==> config.mk <==
export PLATFORM = sky130hd
export DESIGN_NAME = control_main_seq
export DESIGN_NICKNAME = d
export VERILOG_FILES = /design/src/rtl/control_main_seq_pkg.sv /design/src/rtl/control_main_seq_dec.sv /design/src/rtl/control_main_seq.sv
export SDC_FILE = /design/constraint.sdc
export NUM_CORES = 1
export LEC_CHECK = 0
export CAP_MARGIN = 20
export CORE_MARGIN = 3
export CORE_UTILIZATION = 48
export CTS_CLUSTER_SIZE = 20
export DETAILED_ROUTE_END_ITERATION = 8
export PLACE_DENSITY = 0.92
export SYNTH_ARGS = -nofsm -noshare
export SYNTH_HDL_FRONTEND = slang
export SYNTH_SLANG_ARGS = --single-unit
==> constraint.sdc <==
create_clock -name clk_i -period 2.45 [get_ports clk_i]
set_clock_uncertainty 0.05 [all_clocks]
set_input_delay 0.6125 -clock clk_i [delete_from_list [all_inputs] [get_ports clk_i]]
set_output_delay 0.6125 -clock clk_i [all_outputs]
set_load 0.02 [all_outputs]
==> src/rtl/control_main_seq_pkg.sv <==
// Shared opcode/ALU-class encodings, MUL/DIV FSM states and the registered control bundle type
// for the ID/EX main control sequencer.
package control_main_seq_pkg;

  localparam logic [6:0] OP_R       = 7'h33;
  localparam logic [6:0] OP_I_COMP  = 7'h13;
  localparam logic [6:0] OP_I_LOAD  = 7'h03;
  localparam logic [6:0] OP_I_JALR  = 7'h67;
  localparam logic [6:0] OP_S       = 7'h23;
  localparam logic [6:0] OP_B       = 7'h63;
  localparam logic [6:0] OP_J       = 7'h6F;
  localparam logic [6:0] OP_LUI     = 7'h37;
  localparam logic [6:0] OP_AUIPC   = 7'h17;

  localparam logic [6:0] FUNCT7_MULDIV = 7'b0000001;

  localparam int ALU_W = 3;
  localparam logic [ALU_W-1:0] ALU_R          = 3'd0;
  localparam logic [ALU_W-1:0] ALU_I_COMP     = 3'd1;
  localparam logic [ALU_W-1:0] ALU_LOAD_STORE = 3'd2;
  localparam logic [ALU_W-1:0] ALU_BRANCH     = 3'd3;
  localparam logic [ALU_W-1:0] ALU_J          = 3'd4;
  localparam logic [ALU_W-1:0] ALU_LUI        = 3'd5;
  localparam logic [ALU_W-1:0] ALU_AUIPC      = 3'd6;
  localparam logic [ALU_W-1:0] ALU_MULDIV     = 3'd7;

  typedef enum logic [1:0] {
    MD_IDLE = 2'd0,
    MD_BUSY = 2'd1,
    MD_DONE = 2'd2
  } md_state_e;

  typedef struct packed {
    logic             reg_dst;
    logic             branch;
    logic             mem_read;
    logic             mem_write;
    logic             mem_to_reg;
    logic             alu_src;
    logic             reg_write;
    logic             jump;
    logic             jump_jalr;
    logic             ina_is_pc;
    logic [ALU_W-1:0] alu;
  } ctrl_t;

  localparam ctrl_t CTRL_BUBBLE = '{alu: ALU_R, default: '0};

endpackage

==> src/rtl/control_main_seq_dec.sv <==
// Combinational opcode/funct7 decoder producing the control bundle plus illegal and MUL/DIV flags.
module control_main_dec
  import control_main_seq_pkg::*;
#(
  parameter bit ENABLE_M = 1'b1
) (
  input  logic [6:0] opcode_i,
  input  logic [6:0] funct7_i,
  output ctrl_t      ctrl_o,
  output logic       illegal_o,
  output logic       is_muldiv_o
);

  always_comb begin
    ctrl_o      = CTRL_BUBBLE;
    illegal_o   = 1'b0;
    is_muldiv_o = 1'b0;
    case (opcode_i)
      OP_R: begin
        ctrl_o.reg_dst   = 1'b1;
        ctrl_o.reg_write = 1'b1;
        if (ENABLE_M && (funct7_i == FUNCT7_MULDIV)) begin
          is_muldiv_o = 1'b1;
          ctrl_o.alu  = ALU_MULDIV;
        end
      end
      OP_I_COMP: begin
        ctrl_o.reg_dst   = 1'b1;
        ctrl_o.reg_write = 1'b1;
        ctrl_o.alu_src   = 1'b1;
        ctrl_o.alu       = ALU_I_COMP;
      end
      OP_I_LOAD: begin
        ctrl_o.reg_dst    = 1'b1;
        ctrl_o.mem_read   = 1'b1;
        ctrl_o.mem_to_reg = 1'b1;
        ctrl_o.alu_src    = 1'b1;
        ctrl_o.reg_write  = 1'b1;
        ctrl_o.alu        = ALU_LOAD_STORE;
      end
      OP_I_JALR: begin
        ctrl_o.reg_dst   = 1'b1;
        ctrl_o.reg_write = 1'b1;
        ctrl_o.jump_jalr = 1'b1;
        ctrl_o.ina_is_pc = 1'b1;
        ctrl_o.alu       = ALU_J;
      end
      OP_S: begin
        ctrl_o.mem_write = 1'b1;
        ctrl_o.alu_src   = 1'b1;
        ctrl_o.alu       = ALU_LOAD_STORE;
      end
      OP_B: begin
        ctrl_o.branch = 1'b1;
        ctrl_o.alu    = ALU_BRANCH;
      end
      OP_J: begin
        ctrl_o.reg_dst   = 1'b1;
        ctrl_o.reg_write = 1'b1;
        ctrl_o.jump      = 1'b1;
        ctrl_o.ina_is_pc = 1'b1;
        ctrl_o.alu       = ALU_J;
      end
      OP_LUI: begin
        ctrl_o.reg_dst   = 1'b1;
        ctrl_o.alu_src   = 1'b1;
        ctrl_o.reg_write = 1'b1;
        ctrl_o.alu       = ALU_LUI;
      end
      OP_AUIPC: begin
        ctrl_o.reg_dst   = 1'b1;
        ctrl_o.alu_src   = 1'b1;
        ctrl_o.reg_write = 1'b1;
        ctrl_o.ina_is_pc = 1'b1;
        ctrl_o.alu       = ALU_AUIPC;
      end
      // Undecodable opcodes carry a zero bundle so they can never write state.
      default: illegal_o = 1'b1;
    endcase
  end

endmodule

==> src/rtl/control_main_seq.sv <==
// ID/EX control register with stall/flush/bubble handling and the MUL/DIV
// latency sequencer (IDLE/BUSY/DONE with a 4-bit down-counter).
module control_main_seq
  import control_main_seq_pkg::*;
#(
  parameter int          ALUCNTRL_W = 3,
  parameter bit          ENABLE_M   = 1'b1,
  parameter int unsigned MULDIV_LAT = 4
) (
  input  logic                  clk_i,
  input  logic                  rst_ni,
  input  logic                  id_valid_i,
  input  logic [6:0]            opcode_i,
  input  logic [6:0]            funct7_i,
  input  logic                  stall_i,
  input  logic                  flush_i,
  output logic                  ex_valid_o,
  output logic                  ex_RegDst_o,
  output logic                  ex_Branch_o,
  output logic                  ex_MemRead_o,
  output logic                  ex_MemWrite_o,
  output logic                  ex_MemToReg_o,
  output logic                  ex_ALUSrc_o,
  output logic                  ex_RegWrite_o,
  output logic                  ex_Jump_o,
  output logic                  ex_JumpJALR_o,
  output logic                  ex_inA_is_PC_o,
  output logic [ALUCNTRL_W-1:0] ex_ALUcntrl_o,
  output logic                  ex_MulDiv_o,
  output logic                  ex_illegal_o,
  output logic                  md_busy_o,
  output logic                  md_done_o
);

  ctrl_t     dec_ctrl;
  logic      dec_illegal;
  logic      dec_muldiv;

  ctrl_t     ctrl_q, ctrl_d;
  logic      valid_q, valid_d;
  logic      muldiv_q, muldiv_d;
  logic      illegal_q, illegal_d;
  md_state_e state_q, state_d;
  logic [3:0] cnt_q, cnt_d;
  logic      md_busy;

  control_main_dec #(.ENABLE_M(ENABLE_M)) u_dec (
    .opcode_i    (opcode_i),
    .funct7_i    (funct7_i),
    .ctrl_o      (dec_ctrl),
    .illegal_o   (dec_illegal),
    .is_muldiv_o (dec_muldiv)
  );

  assign md_busy = (state_q == MD_BUSY);

  always_comb begin
    ctrl_d    = ctrl_q;
    valid_d   = valid_q;
    muldiv_d  = muldiv_q;
    illegal_d = illegal_q;
    state_d   = state_q;
    cnt_d     = cnt_q;

    // The counter keeps running under stall; only DONE waits for the stall to clear.
    case (state_q)
      MD_BUSY: begin
        cnt_d = cnt_q - 4'd1;
        if (cnt_q == 4'd1) state_d = MD_DONE;
      end
      MD_DONE: if (!stall_i) state_d = MD_IDLE;
      default: ;
    endcase

    if (flush_i) begin
      ctrl_d    = CTRL_BUBBLE;
      valid_d   = 1'b0;
      muldiv_d  = 1'b0;
      illegal_d = 1'b0;
      state_d   = MD_IDLE;
      cnt_d     = '0;
    end else if (stall_i || md_busy) begin
      // hold the EX bundle
    end else if (id_valid_i) begin
      ctrl_d    = dec_ctrl;
      valid_d   = 1'b1;
      muldiv_d  = dec_muldiv;
      illegal_d = dec_illegal;
      if (dec_muldiv) begin
        if (MULDIV_LAT == 1) begin
          state_d = MD_DONE;
          cnt_d   = '0;
        end else begin
          state_d = MD_BUSY;
          cnt_d   = 4'(MULDIV_LAT - 1);
        end
      end
    end else begin
      ctrl_d    = CTRL_BUBBLE;
      valid_d   = 1'b0;
      muldiv_d  = 1'b0;
      illegal_d = 1'b0;
    end
  end

  always_ff @(posedge clk_i or negedge rst_ni) begin
    if (!rst_ni) begin
      ctrl_q    <= CTRL_BUBBLE;
      valid_q   <= 1'b0;
      muldiv_q  <= 1'b0;
      illegal_q <= 1'b0;
      state_q   <= MD_IDLE;
      cnt_q     <= '0;
    end else begin
      ctrl_q    <= ctrl_d;
      valid_q   <= valid_d;
      muldiv_q  <= muldiv_d;
      illegal_q <= illegal_d;
      state_q   <= state_d;
      cnt_q     <= cnt_d;
    end
  end

  assign ex_valid_o     = valid_q;
  assign ex_RegDst_o    = ctrl_q.reg_dst;
  assign ex_Branch_o    = ctrl_q.branch;
  assign ex_MemRead_o   = ctrl_q.mem_read;
  assign ex_MemWrite_o  = ctrl_q.mem_write;
  assign ex_MemToReg_o  = ctrl_q.mem_to_reg;
  assign ex_ALUSrc_o    = ctrl_q.alu_src;
  assign ex_RegWrite_o  = ctrl_q.reg_write;
  assign ex_Jump_o      = ctrl_q.jump;
  assign ex_JumpJALR_o  = ctrl_q.jump_jalr;
  assign ex_inA_is_PC_o = ctrl_q.ina_is_pc;
  assign ex_ALUcntrl_o  = ALUCNTRL_W'(ctrl_q.alu);
  assign ex_MulDiv_o    = muldiv_q;
  assign ex_illegal_o   = illegal_q;
  assign md_busy_o      = md_busy;
  assign md_done_o      = (state_q == MD_DONE);

endmodule

# Word-level counts from Yosys, hierarchy flattened
# Cells that the tools add are included.
[totals]
wordCells = 75
input_bits = 19
register_bits = 22
out_inout_bits = 18
[classes]
eq_ne = 14
addsub = 1
n_reduce_logical = 7
mux = 37
[ops]
columns = ["operator", "n"]
rows = [
  ["13-bit 2-to-1 mux", 3],
  ["7-bit by 6-bit equality test with 1-bit output, second input constant", 3],
  ["7-bit equality test, second input constant", 3],
  ["3-bit case mux with 7 select lines", 1],
  ["1-bit 2-to-1 mux", 20],
  ["4-bit 2-to-1 mux", 5],
  ["7-bit by 5-bit equality test with 1-bit output, second input constant", 2],
  ["2-bit 2-to-1 mux", 6],
  ["9-bit OR reduction", 1],
  ["7-bit by 1-bit equality test with 1-bit output, second input constant", 1],
  ["7-bit by 2-bit equality test with 1-bit output, second input constant", 1],
  ["7-bit OR reduction", 1],
  ["5-bit OR reduction", 1],
  ["4-bit by 1-bit equality test with 1-bit output, second input constant", 1],
  ["2-bit case mux with 2 select lines", 1],
  ["2-bit OR reduction", 2],
  ["4-bit by 1-bit subtractor with 4-bit output, second input constant", 1],
  ["3-bit 2-to-1 mux", 1],
  ["3-bit OR reduction", 1],
  ["2-bit by 1-bit equality test with 1-bit output, second input constant", 1],
  ["2-bit equality test, second input constant", 1],
  ["2-bit != test, second input constant", 1],
  ["1-bit logical OR", 1],
]

# Depth between registers and ports, before layout
[logic_depth]
ltp_word = 7
mapped_depth = 8
ltp_nobuf = 6

# By module
# A second synthesis with hierarchy kept.
[unflattened]
cells_unflattened = 123
hier_area_um2 = 1335.0
[modules_own_cells]
columns = ["mod", "seq_area_each_um2", "cells_each", "n_inst", "area_each_um2"]
rows = [
  ["control_main_seq", 550.5, 75, 1, 985.9],
  ["control_main_dec", 0.0, 48, 1, 349.1],
]

# Least setup slack after synthesis
# Ideal clock, no wire load.
[synth_path]
path_type = "input to register"
start = "input funct7_i[3]"
end = "register cnt_q[3]"
stages = 4
required_time_ps = 2281
setup_ps = 119
arrival_ps = 1734
path_buffers = 0
setup_slack_ps = 547
cell_sequence = "or4_4 > nor4_4 > a41o_2 > nor2_1"
[synth_between]
elab_chain_len = 7
[synth_lines]
columns = ["element", "line_no", "source"]
rows = [
  ["from (decl)", "control_main_seq.sv:14", "input logic [6:0] funct7_i,"],
  ["7-bit by 1-bit equality test with 1-bit output", "control_main_seq_dec.sv:22", "if (ENABLE_M && (funct7_i == FUNCT7_MULDIV)) begin"],
  ["1-bit 2-to-1 mux", "control_main_seq_dec.sv:22", ""],
  ["1-bit 2-to-1 mux", "control_main_seq_dec.sv:18", "case (opcode_i)"],
  ["4-bit 2-to-1 mux", "control_main_seq.sv:89", "if (dec_muldiv) begin"],
  ["4-bit 2-to-1 mux", "control_main_seq.sv:84", "end else if (id_valid_i) begin"],
  ["4-bit 2-to-1 mux", "control_main_seq.sv:82", "end else if (stall_i || md_busy) begin"],
  ["4-bit 2-to-1 mux", "control_main_seq.sv:75", "if (flush_i) begin"],
  ["via cnt_d[3]", "control_main_seq.sv:44", "logic [3:0] cnt_q, cnt_d;"],
  ["to (signal assigned)", "control_main_seq.sv:120", "cnt_q <= cnt_d;"],
  ["to (decl)", "control_main_seq.sv:44", ""],
]
# The timed path passes the listed nets, and every way through them passes these cells.
# A chain may end at the register's enable or synchronous reset.

# Worst setup path in the final report
[layout_path]
start = "register state_q[0]"
end = "output md_done_o"
[layout_between]
elab_chain_len = 1
[layout_lines]
columns = ["element", "line_no", "source"]
rows = [
  ["from (decl)", "control_main_seq.sv:43", "md_state_e state_q, state_d;"],
  ["from (signal assigned)", "control_main_seq.sv:119", "state_q <= state_d;"],
  ["2-bit equality test", "control_main_seq.sv:139", "assign md_done_o = (state_q == MD_DONE);"],
  ["to (decl)", "control_main_seq.sv:32", "output logic md_done_o"],
]
# No other way between the ends.

==> flow_summary.ini <==
[clock_tree]
cts_buffers = 3
cts_resized = 0
clock_sinks = 20
clk_pin_slew_ps = 120
clkLatencyLatePin_ps = 300
postCtsSetupBuffers = 0
cts-htree-levels = 1
cts_tree = built
root_buffer = clkbuf_4
cts_buffer_depth = 2
cts_hold_buffers = 0

[finish]
nets = 184
fillers = 150
n_antenna_cell = 0
top_register = cnt_q
area_growth_pct = 41.0
drive_above_1_share_pct = 12.5
final_core_util_pct = 76.4
final_cells = 187
largest_reg_flops = 4

[sta]
setup_viol = 0
tns_ps = 0
fin_ws_ps = 181
max_freq_ghz = 0.441
min_period_ps = 2270
finalHoldViolCount = 0
maxSlewViolCount = 0
slew_headroom_pct = 66.9
tightest_slew_ps = 494
finalCritPeriodShare_pct = 92.6
grt_setup_unrepaired = false

[route]
final_antenna_net_count = 0
num_vias = 1056
drt_pre_antenna_iters = 4
drtIter0Drc = 26
wl_mm = 2.75
routedWlPerCell_microns = 14.7
vias_per_cell = 5.65
drc = 0

[place]
gp_congestion = 0.920
io_buffer_count = 36
dp.cells = 183
detailed_place_hpwl_mm = 2.17
pre_cts_ws_ps = 46.3

[grt]
grt_pass1_vias = 1078
grt_pass1_wl_mm = 4.44
antenna_found_initial = 0
overflow = 0
grt_max_degree = 21
grtUsageTotal_pct = 20.7

[floorplan]
core-area_sq_mm = 0.00208
ios = 37
fp.dieH_microns = 54.5
fp.dieArea_sq_mm = 0.00297
rows = 16
die_width_microns = 54.5
start_util_pct = 54.2

[worst_setup_path]
worst_ep_arrival_time_ps = 1610
slowest_delay_ps = 610
slowest_stage = clkdlybuf4s50_1
worstPathMaxFanout = 3
r2r_cells = 8
crit_required_ps = 1790
worst-r2r-setup-slack_ps = 620
path_cells = inv_1, ha_1, clkdlybuf4s50_1
cp-start-kind = flop
rr_startpoint = state_q[1]$_DFF_PN0_
crit_type = reg2out
regToRegEndpoint = ex_JumpJALR_o$_DFFE_PN0P_
end_kind = output pin

[synthesis]
synth_cells = 118
synth_common_cells = dfrtp_1, nand2_1, o21ai_0
synth.largest_area_cell = dfrtp_1
ys_ff_latch = 20
synthFlopType = dfrtp_1
ys_seq_area_share_pct = 44.3
synthesis.nets = 141
syn-cell-area_sq_mm = 0.00113
syn_area_per_cell_sq_um = 9.56
synth_top_area_share_pct = 44.3
synthArstFlopShare_pct = 100
ys_types = 37
ys_warn_count = 0
synth_area_leaders = dfrtp_1, nand2_1, ha_1, o21ai_0, nand3_1
synth_edf_count = 0

[pwr]
p_leak_nw = 0.679
powerDensity_mw_per_mm2 = 442
vdd_ir_drop_max_uv = 323

[hold_path]
hold_end = ex_valid_o$_DFFE_PN0P_
worstHoldStart = ex_valid_o$_DFFE_PN0P_
hold_class = reg2reg
hold_depth = 1

[outcome]
status = finished, final reports clean

[job]
drv_cap = 0
final cells by class:
type,instances,area (sq um),share of cell area (%)
clock buffer,3,22.5,1.42
multi-input combinational,85,554,34.8
tap,27,33.8,2.12
inverter,6,22.5,1.42
timing repair buffer,45,428,26.9
clock inverter,1,30.0,1.89
sequential,20,500,31.4
per-stage QoR:
step                      total power (W)  hold WS, ps  cell area (sq um)
after floorplan                  0.000377          267               1130
after global placement           0.000435          411               1540
after detailed placement         0.000438          421               1540
after CTS                        0.000705          448               1590
after global routing             0.000725          462               1590
final                            0.000704          446               1590
critical path: cells and delay by family, from the launching register on:
family,cells,cell delay (ps)
flip-flops,1,400
adder cells (fa/ha/maj),1,200
buffers and inverters,2,690
worst max-delay path by stage:
| stage | slack [ps] | from | endpoint |
|---|---|---|---|
| 2_1_floorplan | 550 | funct7_i[3] | cnt_q[3]$_DFF_PN0_ |
| 3_3_place_gp | 80 | funct7_i[3] | cnt_q[3]$_DFF_PN0_ |
| 3_5_place_dp | 50 | funct7_i[3] | state_q[1]$_DFF_PN0_ |
| 4_1_cts | 170 | state_q[0]$_DFF_PN0_ | md_done_o |
| 5_1_grt | 120 | state_q[0]$_DFF_PN0_ | md_done_o |
| 6_report | 180 | state_q[0]$_DFF_PN0_ | md_done_o |
cells by family (layout without fill, tap and decap cells):
kind of cell | count (synthesis) | in the layout | share of synthesized area, %
multiplexers | 1 | 1 | 0.998
buffers and inverters | 13 | 55 | 6.54
AND/OR/NAND/NOR | 49 | 49 | 24.7
XOR/XNOR | 3 | 3 | 2.33
AO/OA/AOI/OAI | 28 | 28 | 16.6
flip-flops | 20 | 20 | 44.3
adder cells (fa/ha/maj) | 4 | 4 | 4.43
power by group:
group | internal [W] | total (W) | switching, W
clock | 0.000165 | 0.000272 | 0.000106
combinational | 0.0000506 | 0.0000980 | 0.0000474
sequential | 0.000333 | 0.000334 | 0.00000151
per-layer routing:
metal | vias up | global-route usage [%] | wire length (microns)
li1 | 499 | - | -
met2 | 42 | 37.8 | 1410
met3 | 10 | 2.72 | 108
met5 | - | 0 | 0
met4 | 0 | 8.71 | 53
met1 | 505 | 24.0 | 1180
cell usage in the layout (no fill, tap or decap), drive strengths merged, types with 4 or more instances in the layout:
master	count
o21ai	10
nor2	7
nand3	7
dfrtp	20
clkdlybuf4s50	36
ha	4
buf	9
inv	6
a21oi	4
nand2	20
Power figures use the tool's default switching activity.
